$ cat config.mk
export PLATFORM = sky130hd
export DESIGN_NAME = mem_port_arbiter_flat
export DESIGN_NICKNAME = d
export VERILOG_FILES = /design/src/rtl/mem_port_arbiter_if.sv /design/src/rtl/mem_port_arbiter.sv /design/src/flat_wrapper.sv
export SDC_FILE = /design/constraint.sdc
export NUM_CORES = 1
export LEC_CHECK = 0
export BUFFER_PORTS_ARGS = -buffer_cell sky130_fd_sc_hd__buf_4
export CORE_MARGIN = 5
export CORE_UTILIZATION = 35
export DETAILED_ROUTE_END_ITERATION = 6
export PLACE_DENSITY = 0.66
export SLEW_MARGIN = 10
export SYNTH_ARGS = -nofsm -noshare
export SYNTH_HDL_FRONTEND = slang
export SYNTH_SLANG_ARGS = --single-unit
$ cat constraint.sdc
create_clock -name clk -period 2.6 [get_ports clk]
set_input_delay 0.39 -clock clk [delete_from_list [all_inputs] [get_ports clk]]
set_output_delay 0.39 -clock clk [all_outputs]
set_load 0.005 [all_outputs]
$ cat src/rtl/mem_port_arbiter_if.sv
// Requester/memory bundle for mem_port_arbiter: fetch port, data port,
// pipeline stalls and the single-ported memory handshake.
interface mem_port_arbiter_if;
    logic        IReq;
    logic [31:0] IAddr;
    logic [31:0] IRData;
    logic        IValid;
    logic        IErr;
    logic        DReq;
    logic        DWe;
    logic [31:0] DAddr;
    logic [31:0] DWData;
    logic [3:0]  DBe;
    logic [31:0] DRData;
    logic        DValid;
    logic        DErr;
    logic        StallF;
    logic        StallM;
    logic        MemReq;
    logic        MemWe;
    logic [31:0] MemAddr;
    logic [31:0] MemWData;
    logic [3:0]  MemBe;
    logic [31:0] MemRData;
    logic        MemAck;

    // master: the arbiter; slave: pipeline requesters plus memory
    modport master (
        input  IReq, IAddr, DReq, DWe, DAddr, DWData, DBe, MemRData, MemAck,
        output IRData, IValid, IErr, DRData, DValid, DErr, StallF, StallM,
               MemReq, MemWe, MemAddr, MemWData, MemBe
    );
    modport slave (
        output IReq, IAddr, DReq, DWe, DAddr, DWData, DBe, MemRData, MemAck,
        input  IRData, IValid, IErr, DRData, DValid, DErr, StallF, StallM,
               MemReq, MemWe, MemAddr, MemWData, MemBe
    );
endinterface

$ cat src/rtl/mem_port_arbiter.sv
// Fetch/data arbiter for one single-ported memory: one transaction in flight,
// data priority with a bounded fetch-starvation streak, and an ack watchdog.
module mem_port_arbiter #(
    parameter int MAXD    = 4,
    parameter int TIMEOUT = 16
) (
    input logic               clk,
    input logic               reset,
    mem_port_arbiter_if.master bus
);
    typedef enum logic [1:0] {IDLE, I_BUSY, D_BUSY, RESP} state_t;

    localparam logic [3:0] MAXD_C   = 4'(MAXD);
    localparam logic [7:0] TMO_LAST = 8'(TIMEOUT - 1);

    state_t      state_q, state_d;
    logic [3:0]  streak_q, streak_d;
    logic [7:0]  tmo_q, tmo_d;
    logic        mem_req_q, mem_req_d;
    logic        mem_we_q, mem_we_d;
    logic [31:0] mem_addr_q, mem_addr_d;
    logic [31:0] mem_wdata_q, mem_wdata_d;
    logic [3:0]  mem_be_q, mem_be_d;
    logic [31:0] i_rdata_q, i_rdata_d;
    logic [31:0] d_rdata_q, d_rdata_d;
    logic        i_valid_q, i_valid_d;
    logic        i_err_q, i_err_d;
    logic        d_valid_q, d_valid_d;
    logic        d_err_q, d_err_d;

    always_comb begin
        state_d     = state_q;
        streak_d    = streak_q;
        tmo_d       = tmo_q;
        mem_req_d   = mem_req_q;
        mem_we_d    = mem_we_q;
        mem_addr_d  = mem_addr_q;
        mem_wdata_d = mem_wdata_q;
        mem_be_d    = mem_be_q;
        i_rdata_d   = i_rdata_q;
        d_rdata_d   = d_rdata_q;
        i_valid_d   = 1'b0;
        i_err_d     = 1'b0;
        d_valid_d   = 1'b0;
        d_err_d     = 1'b0;
        case (state_q)
            IDLE: begin
                tmo_d = '0;
                // Data wins unless a waiting fetch has already seen MAXD data grants.
                if (bus.DReq && (!bus.IReq || streak_q < MAXD_C)) begin
                    state_d     = D_BUSY;
                    mem_req_d   = 1'b1;
                    mem_we_d    = bus.DWe;
                    mem_addr_d  = bus.DAddr;
                    mem_wdata_d = bus.DWe ? bus.DWData : 32'd0;
                    mem_be_d    = bus.DWe ? bus.DBe : 4'hF;
                    if (!bus.IReq)
                        streak_d = '0;
                    else if (streak_q != MAXD_C)
                        streak_d = streak_q + 4'd1;
                end else if (bus.IReq) begin
                    state_d     = I_BUSY;
                    mem_req_d   = 1'b1;
                    mem_we_d    = 1'b0;
                    mem_addr_d  = bus.IAddr;
                    mem_wdata_d = 32'd0;
                    mem_be_d    = 4'hF;
                    streak_d    = '0;
                end
            end
            I_BUSY, D_BUSY: begin
                if (bus.MemAck) begin
                    state_d   = RESP;
                    mem_req_d = 1'b0;
                    if (state_q == I_BUSY) begin
                        i_rdata_d = bus.MemRData;
                        i_valid_d = 1'b1;
                    end else begin
                        if (!mem_we_q)
                            d_rdata_d = bus.MemRData;
                        d_valid_d = 1'b1;
                    end
                end else if (tmo_q == TMO_LAST) begin
                    // Abandoned access: report the error and return zero data.
                    state_d   = RESP;
                    mem_req_d = 1'b0;
                    if (state_q == I_BUSY) begin
                        i_rdata_d = 32'd0;
                        i_err_d   = 1'b1;
                    end else begin
                        d_rdata_d = 32'd0;
                        d_err_d   = 1'b1;
                    end
                end else begin
                    tmo_d = tmo_q + 8'd1;
                end
            end
            RESP: begin
                state_d = IDLE;
                tmo_d   = '0;
            end
            default: state_d = IDLE;
        endcase
    end

    always_ff @(posedge clk) begin
        if (reset) begin
            state_q     <= IDLE;
            streak_q    <= '0;
            tmo_q       <= '0;
            mem_req_q   <= 1'b0;
            mem_we_q    <= 1'b0;
            mem_addr_q  <= '0;
            mem_wdata_q <= '0;
            mem_be_q    <= '0;
            i_rdata_q   <= '0;
            d_rdata_q   <= '0;
            i_valid_q   <= 1'b0;
            i_err_q     <= 1'b0;
            d_valid_q   <= 1'b0;
            d_err_q     <= 1'b0;
        end else begin
            state_q     <= state_d;
            streak_q    <= streak_d;
            tmo_q       <= tmo_d;
            mem_req_q   <= mem_req_d;
            mem_we_q    <= mem_we_d;
            mem_addr_q  <= mem_addr_d;
            mem_wdata_q <= mem_wdata_d;
            mem_be_q    <= mem_be_d;
            i_rdata_q   <= i_rdata_d;
            d_rdata_q   <= d_rdata_d;
            i_valid_q   <= i_valid_d;
            i_err_q     <= i_err_d;
            d_valid_q   <= d_valid_d;
            d_err_q     <= d_err_d;
        end
    end

    assign bus.MemReq   = mem_req_q;
    assign bus.MemWe    = mem_we_q;
    assign bus.MemAddr  = mem_addr_q;
    assign bus.MemWData = mem_wdata_q;
    assign bus.MemBe    = mem_be_q;
    assign bus.IRData   = i_rdata_q;
    assign bus.DRData   = d_rdata_q;
    assign bus.IValid   = i_valid_q;
    assign bus.IErr     = i_err_q;
    assign bus.DValid   = d_valid_q;
    assign bus.DErr     = d_err_q;
    // An error pulse leaves the stall up; the pipeline takes the trap from there.
    assign bus.StallF   = bus.IReq & ~i_valid_q;
    assign bus.StallM   = bus.DReq & ~d_valid_q;
endmodule

$ cat src/flat_wrapper.sv
// flat-port wrapper written by rule: the top's interface ports become plain ports
module mem_port_arbiter_flat 
#(
    parameter int MAXD    = 4,
    parameter int TIMEOUT = 16
)
  (clk, reset, bus_IReq, bus_IAddr, bus_DReq, bus_DWe, bus_DAddr, bus_DWData, bus_DBe, bus_MemRData, bus_MemAck, bus_IRData, bus_IValid, bus_IErr, bus_DRData, bus_DValid, bus_DErr, bus_StallF, bus_StallM, bus_MemReq, bus_MemWe, bus_MemAddr, bus_MemWData, bus_MemBe);
  mem_port_arbiter_if bus_i ();
  input logic clk;
  input logic reset;
  input wire logic [$bits(bus_i.IReq)-1:0] bus_IReq;
  input wire logic [$bits(bus_i.IAddr)-1:0] bus_IAddr;
  input wire logic [$bits(bus_i.DReq)-1:0] bus_DReq;
  input wire logic [$bits(bus_i.DWe)-1:0] bus_DWe;
  input wire logic [$bits(bus_i.DAddr)-1:0] bus_DAddr;
  input wire logic [$bits(bus_i.DWData)-1:0] bus_DWData;
  input wire logic [$bits(bus_i.DBe)-1:0] bus_DBe;
  input wire logic [$bits(bus_i.MemRData)-1:0] bus_MemRData;
  input wire logic [$bits(bus_i.MemAck)-1:0] bus_MemAck;
  output wire logic [$bits(bus_i.IRData)-1:0] bus_IRData;
  output wire logic [$bits(bus_i.IValid)-1:0] bus_IValid;
  output wire logic [$bits(bus_i.IErr)-1:0] bus_IErr;
  output wire logic [$bits(bus_i.DRData)-1:0] bus_DRData;
  output wire logic [$bits(bus_i.DValid)-1:0] bus_DValid;
  output wire logic [$bits(bus_i.DErr)-1:0] bus_DErr;
  output wire logic [$bits(bus_i.StallF)-1:0] bus_StallF;
  output wire logic [$bits(bus_i.StallM)-1:0] bus_StallM;
  output wire logic [$bits(bus_i.MemReq)-1:0] bus_MemReq;
  output wire logic [$bits(bus_i.MemWe)-1:0] bus_MemWe;
  output wire logic [$bits(bus_i.MemAddr)-1:0] bus_MemAddr;
  output wire logic [$bits(bus_i.MemWData)-1:0] bus_MemWData;
  output wire logic [$bits(bus_i.MemBe)-1:0] bus_MemBe;
  assign bus_i.IReq = bus_IReq;
  assign bus_i.IAddr = bus_IAddr;
  assign bus_i.DReq = bus_DReq;
  assign bus_i.DWe = bus_DWe;
  assign bus_i.DAddr = bus_DAddr;
  assign bus_i.DWData = bus_DWData;
  assign bus_i.DBe = bus_DBe;
  assign bus_i.MemRData = bus_MemRData;
  assign bus_i.MemAck = bus_MemAck;
  assign bus_IRData = bus_i.IRData;
  assign bus_IValid = bus_i.IValid;
  assign bus_IErr = bus_i.IErr;
  assign bus_DRData = bus_i.DRData;
  assign bus_DValid = bus_i.DValid;
  assign bus_DErr = bus_i.DErr;
  assign bus_StallF = bus_i.StallF;
  assign bus_StallM = bus_i.StallM;
  assign bus_MemReq = bus_i.MemReq;
  assign bus_MemWe = bus_i.MemWe;
  assign bus_MemAddr = bus_i.MemAddr;
  assign bus_MemWData = bus_i.MemWData;
  assign bus_MemBe = bus_i.MemBe;
  mem_port_arbiter #(.MAXD(MAXD), .TIMEOUT(TIMEOUT)) u_core (.clk(clk), .reset(reset), .bus(bus_i));
endmodule
==> results.cfg, run 1 <==
[run_status]
status = complete, no violations

[critical_path]
worstSetupPathType = reg -> reg
max_stage_delay_ps = 580
cp_top_family = compound AO/OA/AOI/OAI gates
critPathSlowestCell = or4_4
crit_path_start_kind = register
path_cells = or4_4 > o31ai_4 > a31oi_4 > a22o_1
arrival_ps = 2330
r2r-start = u_core.tmo_q[4]
critPathRequiredTime_ps = 2900
cp-startpoint = u_core.tmo_q[4]
crit_buf_inv = 0
crit_fanout = 32
end_kind = register

[timing]
grt_setup_unrepaired = false
hold_violations = 0
period_share = 0.7817
period_minus_slack_ps = 2033
timing.setup.tns_ps = 0
max_freq_mhz = 492.0
skew_ps = 11.39
slew_viol_final = 0
tightest_slew_ps = 928.5
setup_viol = 0
relSlewSlack = 0.3810

[clock_network]
root_buffer = clkbuf_16
insertion_delay_ps = 410
clk_pin_slew_ps = 60
htreeDepth = 4
post_cts_buffers = 0
cts_hold_buf = 0
cts_max_path_buffers = 2
numCtsBuffers = 17
ctsResizeCount = 0
cts.sinks = 152
cts_tree = done

[synthesis]
postSynthAreaPerCell_um2 = 9.902
synth_area_leader_cell = dfxtp_1
synth-seq-cells = 152
ys_seq_area_frac = 0.5517
synthArstFlopShare = 0
synthCells = 557
synthTopCellsByArea = dfxtp_1 55%, a22o_1 10%, nor2_1 5.4%
ys.flop_type = dfxtp_1
synth_top_area_share = 0.5517
synth_area_um2 = 5515
synth_edf_count = 0
ys_warn_count = 0
ys_types = 46
syn_nets = 701

[die]
start_util = 0.3601
die_w_um = 135.5
fp.dieArea_um2 = 18370
rows = 45
core_area_um2 = 15310
die_h_um = 135.5
io_pins = 278

[route]
wire_per_inst_um = 16.63
vias = 5253
wirelength_mm = 17.30
ant_nets = 0
dr.pass1.iters = 4
post-route-drc-count = 0
drt_first_iter_violations = 224
viasPerCell = 5.051

[placed_design]
dpl-instance-area_um2 = 7725
port_buffers = 277
hpwl_mm = 12.68
gp_congestion = 0.8095

[final_layout]
drive_gt1_frac = 0.3969
final_common_cell = buf_4
final_cell_mix = 285 x buf_4, 152 x dfxtp_1, 77 x nor2_1
fin_nets = 962
area_growth_pct = 49.91
diodes = 0
layout.filler_cells = 1407
stdcell_area_um2 = 8268

[power_and_ir_drop]
peakVddDrop_v = 0.0006267
p_per_area_nw_per_um2 = 910.5
p_leak_nw = 3.757
total_power_w = 0.007528

[global_routing]
grt_pass1_vias = 5067
antenna_found_initial = 0
grt_pass1_wl_mm = 26.19
track_usage = 0.1775
grt.overflow.total = 0
grt_max_degree = 71

[hold_path]
hp-class = in -> reg
min-delay-start = bus_MemRData[13]

[job]
drv_cap = 0
-- cells in the mapped netlist, types with 2 or more instances --
| library cell | instances |
|---|---|
| a21oi_1 | 8 |
| a21oi_2 | 2 |
| a22o_1 | 64 |
| a22oi_1 | 32 |
| a311oi_1 | 32 |
| a31oi_1 | 2 |
| and3_1 | 3 |
| buf_6 | 8 |
| clkbuf_1 | 33 |
| dfxtp_1 | 152 |
| ha_1 | 6 |
| inv_1 | 6 |
| inv_2 | 2 |
| nand2_1 | 72 |
| nand2b_1 | 2 |
| nand3_1 | 3 |
| nand4_1 | 2 |
| nor2_1 | 79 |
| nor2b_1 | 7 |
| nor3_1 | 9 |
| nor4_1 | 2 |
| o21a_1 | 2 |
| o21ai_0 | 4 |
| o21ai_1 | 2 |
| xor2_1 | 2 |
-- worst reg2reg max path, cell delays in order (launching register included) --
cell and delay (ps):
dfxtp_1 360, or4_4 590, o31ai_4 270, a31oi_4 380, a22o_1 330
-- stage by stage --
step | setup slack [ps] | instances | util | hold WS (ps)
global placement | 627.8 | 1010 | 0.5044 | 457.6
finish | 567.5 | 1040 | 0.5399 | 200.0
CTS | 542.1 | 1040 | 0.5399 | 170.1
global route | 437.6 | 1040 | 0.5399 | 178.4
floorplan | 797.0 | 557 | - | 448.6
detailed placement | 537.3 | 1010 | 0.5044 | 459.2
-- cells by family (layout without fill, tap and decap cells) --
| kind of cell | after synthesis | count (layout) | synth area share |
|---|---|---|---|
| adder cells (fa/ha/maj) | 6 | 6 | 0.01361 |
| AND/OR/NAND/NOR | 189 | 189 | 0.1488 |
| flip-flops | 152 | 152 | 0.5517 |
| XOR/XNOR | 3 | 3 | 0.004765 |
| multiplexers | 1 | 1 | 0.001815 |
| buffers and inverters | 52 | 324 | 0.04832 |
| AO/OA/AOI/OAI | 154 | 154 | 0.2309 |
-- routing by layer --
| metal | wire length, µm | GRT usage | vias to the layer above |
|---|---|---|---|
| met1 | 6959 | 0.2054 | 2458 |
| met5 | 0 | 0 | - |
| li1 | - | - | 2542 |
| met2 | 8123 | 0.2901 | 237 |
| met4 | 196 | 0.05599 | 0 |
| met3 | 2019 | 0.08544 | 16 |
-- flip-flops by register name (all words and copies together) (netlist names), 2 cells and up --
| signal | flops |
|---|---|
| u_core.bus.DRData | 32 |
| u_core.bus.IRData | 32 |
| u_core.bus.MemAddr | 32 |
| u_core.bus.MemBe | 4 |
| u_core.bus.MemWData | 32 |
| u_core.state_q | 2 |
| u_core.streak_q | 4 |
| u_core.tmo_q | 8 |
-- layout make-up --
cell class / instances / area, µm² / share of cell area
clock buffers: 18 / 439.2 / 0.05312
clock inverters: 12 / 103.9 / 0.01256
inverters: 8 / 30.03 / 0.003632
multi-input cells: 353 / 2228 / 0.2695
flip-flops and latches: 152 / 3043 / 0.3680
well taps: 211 / 264.0 / 0.03193
repair buffers: 286 / 2160 / 0.2612
-- power breakdown --
part           internal (W)  total [W]  switching (W)
Sequential          0.00275    0.00299       0.000234
Clock               0.00133    0.00227       0.000944
Combinational       0.00110    0.00227        0.00117
-- path summary, 6_finish.rpt --
| check | end | slack (ps) | depth (start not counted) |
|---|---|---|---|
| worst max-delay path | u_core.bus.DRData[22] | 570 | 4 |
| worst min-delay path | u_core.bus.IRData[13] | 200 | 2 |
| worst max register to register | u_core.bus.DRData[22] | 570 | 4 |
| worst min register to register | u_core.streak_q[1] | 470 | 2 |
Note: power is estimated with default switching activity, not from simulation.
==> run 2, diff against run 1 <==
Settings changed: PLACE_DENSITY 0.66 to 0.69.
Clock period 2.6 ns to 1.8 ns, I/O delays scaled along.
==> run 2 against run 1 <==
  * Total power is 52% higher
  * Via count shrank 1.4%
  * Combinational power increased by 54%
  * Largest cell class unchanged
  * Die area stayed put
  * Non-clock buffer count increased by 12
  * Sequential power is 44% higher
  * Critical path depth is 1 higher
==> results.cfg, run 2 (synthesis results as in run 1) <==
[hold_path]
hold_end = u_core.bus.IRData[4]
min-delay-start = bus_MemRData[4]
hold_depth = 2
hp-class = in -> reg

[route]
drt_first_iter_violations = 222
vias = 5181
wire_per_inst_um = 16.04
viasPerCell = 4.916
dr.pass1.iters = 4
wirelength_mm = 16.91
ant_nets = 0
post-route-drc-count = 0

[final_layout]
instances_no_fill = 1054
drive_gt1_frac = 0.4081
final_cell_mix = 288 x buf_4, 152 x dfxtp_1, 77 x nor2_1
fin_nets = 974
diodes = 0
final_common_cell = buf_4
final_core_util = 0.5577
area_growth_pct = 54.85

[clock_network]
numCtsBuffers = 17
cts_tree = done
cts_max_path_buffers = 2
insertion_delay_ps = 420
root_buffer = clkbuf_16
post_cts_buffers = 0
cts.sinks = 152
htreeDepth = 4
clk_pin_slew_ps = 70

[global_routing]
grt_max_degree = 77
grt.overflow.total = 0
grt_pass1_wl_mm = 26.19
track_usage = 0.1770
antenna_found_initial = 0
grt_pass1_vias = 5023

[critical_path]
r2r_setup_slack_ps = 40
crit_path_start_kind = register
r2r-start = u_core.tmo_q[4]
critPathRequiredTime_ps = 2100
crit_fanout = 32
critPathSlowestCell = or4_4
arrival_ps = 2060
reg2reg_to = u_core.bus.DRData[26]
end_kind = register
max_stage_delay_ps = 580
crit_buf_inv = 1
path_cells = or4_4 > o31ai_4 > a31oi_4 > buf_12 > a22o_1
worstSetupPathType = reg -> reg
cp_top_family = simple AND/OR/NAND/NOR gates
r2r_cells = 5

[die]
core_area_um2 = 15310
io_pins = 278
fp.dieArea_um2 = 18370
start_util = 0.3601
rows = 45
die_h_um = 135.5
die_w_um = 135.5

[placed_design]
gp_congestion = 0.7791
port_buffers = 277
dp.cells = 1022
post-place-ws_ps = 19.47
hpwl_mm = 12.26

[timing]
max_freq_mhz = 569.7
grt_setup_unrepaired = false
tightest_slew_ps = 527.2
slew_viol_final = 0
worst_hold_slack_ps = 73.50
skew_ps = 10.72
fin_ws_ps = 44.73
hold_violations = 0
relSlewSlack = 0.6458
setup_viol = 0
period_share = 0.9751
period_minus_slack_ps = 1755
timing.setup.tns_ps = 0

[run_status]
status = complete, no violations

[power_and_ir_drop]
p_leak_nw = 3.885
p_per_area_nw_per_um2 = 1339
peakVddDrop_v = 0.0006276

[job]
drv_cap = 0
[run 2: timing repair]
action,in CTS,in global routing
resized for setup,0,1
hold buffers,0,0
endpoints found under the setup margin,0,34
[run 2: final cells by class]
class	instances	area (µm²)
fill	1399	6774
sequential	152	3043
timing repair buffer	298	2362
multi-input combinational	353	2231
clock buffer	17	425.4
tap	211	264.0
clock inverter	15	185.2
inverter	8	30.03
[run 2: worst max path at each step]
stage,cells after the start,endpoint,start,slack [ps]
after floorplan,8,u_core.bus.IRData[10],u_core.state_q[0],-3
after global placement,5,u_core.bus.DRData[27],u_core.tmo_q[4],70
after detailed placement,5,u_core.bus.DRData[3],u_core.tmo_q[4],20
after CTS,5,u_core.bus.DRData[3],u_core.tmo_q[4],8
after global routing,6,u_core.bus.DRData[14],u_core.state_q[1],8
final,5,u_core.bus.DRData[26],u_core.tmo_q[4],40
[run 2: report_power, final]
group | leakage (nW) | total [W] | switching (W) | internal (W)
sequential | 1.24 | 0.00430 | 0.000325 | 0.00397
clock | 0.296 | 0.00364 | 0.00153 | 0.00211
combinational | 2.35 | 0.00350 | 0.00172 | 0.00179
[run 2: metal layers]
metal,GRT usage,vias to the layer above,share of wire
met5,0,-,0
met4,0.05991,0,0.014
met3,0.06947,21,0.11
met2,0.2760,232,0.46
met1,0.2242,2371,0.42
li1,-,2557,-
[run 2: through the flow]
step,power (W),instance area (µm²)
2_1_floorplan,0.006095,5515
3_3_place_gp,0.007869,7928
3_5_place_dp,0.007901,7928
4_1_cts,0.01161,8538
5_1_grt,0.01214,8541
6_report,0.01144,8541
==> run 3, diff against run 2 <==
Settings changed: CORE_ASPECT_RATIO set to 0.5, SETUP_SLACK_MARGIN set to 0.2.
==> run 3 against run 2 <==
  * Combinational power is 11% higher
  * Final area is 2.8% higher
  * Setup slack worse by 3.0 ps
  * Clock power is 2% lower
  * Sequential power hardly changed
  * Via count is 2.5% higher
  * Maximum frequency is 0.17% lower
  * Critical endpoint is now u_core.bus.DRData[30]
  * Highest routed layer unchanged
==> results.cfg, run 3 (synthesis results as in run 1) <==
[run_status]
status = complete, no violations

[timing]
grt_setup_unrepaired = true
setup_viol = 0
slew_viol_final = 0
period_minus_slack_ps = 1758
skew_ps = 16.16
relSlewSlack = 0.6961
hold_violations = 0
tightest_slew_ps = 453.5
timing.setup.tns_ps = 0
period_share = 0.9768
max_freq_mhz = 568.7

[die]
die_w_um = 187.5
fp.dieArea_um2 = 18520
io_pins = 278
start_util = 0.3578
core_area_um2 = 15410
rows = 32
die_h_um = 98.77

[hold_path]
hp-class = in -> reg
min-delay-start = bus_MemRData[24]

[critical_path]
cp-startpoint = u_core.tmo_q[7]
critPathSlowestCell = or4_4
max_stage_delay_ps = 570
worstSetupPathType = reg -> reg
arrival_ps = 2050
end_kind = register
critPathRequiredTime_ps = 2100
r2r_setup_slack_ps = 40
crit_fanout = 32
path_cells = or4_4 > o31ai_4 > a31oi_4 > buf_12 > a22o_1
crit_path_start_kind = register
r2r-start = u_core.tmo_q[7]

[job]
drv_cap = 0

[power_and_ir_drop]
peakVddDrop_v = 0.0007278
p_per_area_nw_per_um2 = 1341
p_leak_nw = 3.996

[placed_design]
hpwl_mm = 12.42
gp_congestion = 0.8198
port_buffers = 277

[global_routing]
grt_pass1_vias = 5353
grt_pass1_wl_mm = 28.03
antenna_found_initial = 0
grt.overflow.total = 0
grt_max_degree = 43
track_usage = 0.1819

[final_layout]
final_cell_mix = 296 x buf_4, 148 x dfxtp_1, 77 x nor2_1
final_common_cell = buf_4
final_core_util = 0.5696
layout.filler_cells = 1334
fin_nets = 989
drive_gt1_frac = 0.4301
diodes = 0
area_growth_pct = 59.19

[route]
dr.pass1.iters = 5
vias = 5312
viasPerCell = 5.002
ant_nets = 0
wirelength_mm = 17.87
drt_first_iter_violations = 295
wire_per_inst_um = 16.83
post-route-drc-count = 0

[clock_network]
htreeDepth = 4
numCtsBuffers = 17
root_buffer = clkbuf_16
cts_tree = done
cts_hold_buf = 0
clk_pin_slew_ps = 70
insertion_delay_ps = 410
cts_max_path_buffers = 2
cts.sinks = 152
run 3: changes by cell type in the layout (fill, tap and decap cells not counted), moves of 3 or more:
cell / before / now
dfxtp_1: 152 / 148
buf_6: 0 / 4
buf_4: 288 / 296
dfxtp_2: 0 / 3
run 3: final timing paths:
| check | to | depth (start not counted) |
|---|---|---|
| worst min-delay path | u_core.bus.IRData[24] | 2 |
| worst min register to register | u_core.bus.DRData[19] | 1 |
| worst max-delay path | u_core.bus.DRData[30] | 5 |
| worst max register to register | u_core.bus.DRData[30] | 5 |
run 3: critical path: cells and delay by family (launching register included):
kind	cells	cell delay, ps
compound gates	3	530
simple gates	1	570
flops	1	350
buf+inv	1	190
run 3: what timing repair did:
action                                  CTS  global route
gates cloned                              2             2
endpoints found under the setup margin   66            96
endpoints found under the hold margin     0             0
pin swaps                                19            17
resized for setup                         8            13
buffers inserted                          4             5
run 3: layer usage:
metal	wire length, µm	GRT usage	vias up
met5	0	0	-
met4	376	0.06088	0
met3	1009	0.04919	30
met2	8905	0.3137	173
met1	7580	0.2226	2516
li1	-	-	2593
run 3: final cells by class:
type | count | area [µm²] | area share
inverters | 8 | 30.03 | 0.003420
multi-input cells | 353 | 2298 | 0.2618
well taps | 204 | 255.2 | 0.02907
clock inverters | 14 | 153.9 | 0.01753
repair buffers | 313 | 2552 | 0.2907
flip-flops and latches | 152 | 3050 | 0.3474
clock buffers | 18 | 439.2 | 0.05002
run 3: through the flow:
stage / setup slack, ps / cell area (µm²) / hold slack [ps] / instances / total power [W]
after global routing: -25.86 / 8780 / 60.19 / 1062 / 0.01242
final: 41.74 / 8780 / 70.95 / 1062 / 0.01178
after CTS: 58.36 / 8640 / 60.97 / 1055 / 0.01165
after global placement: 36.72 / 7925 / 458.9 / 1017 / 0.007865
after detailed placement: -2.162 / 7925 / 459.0 / 1017 / 0.007939
after floorplan: 74.08 / 5559 / 395.5 / 557 / 0.006112
run 3: where the power goes:
group,switching [W],internal [W]
clock network,0.00157,0.00201
logic,0.00186,0.00203
registers,0.000329,0.00397
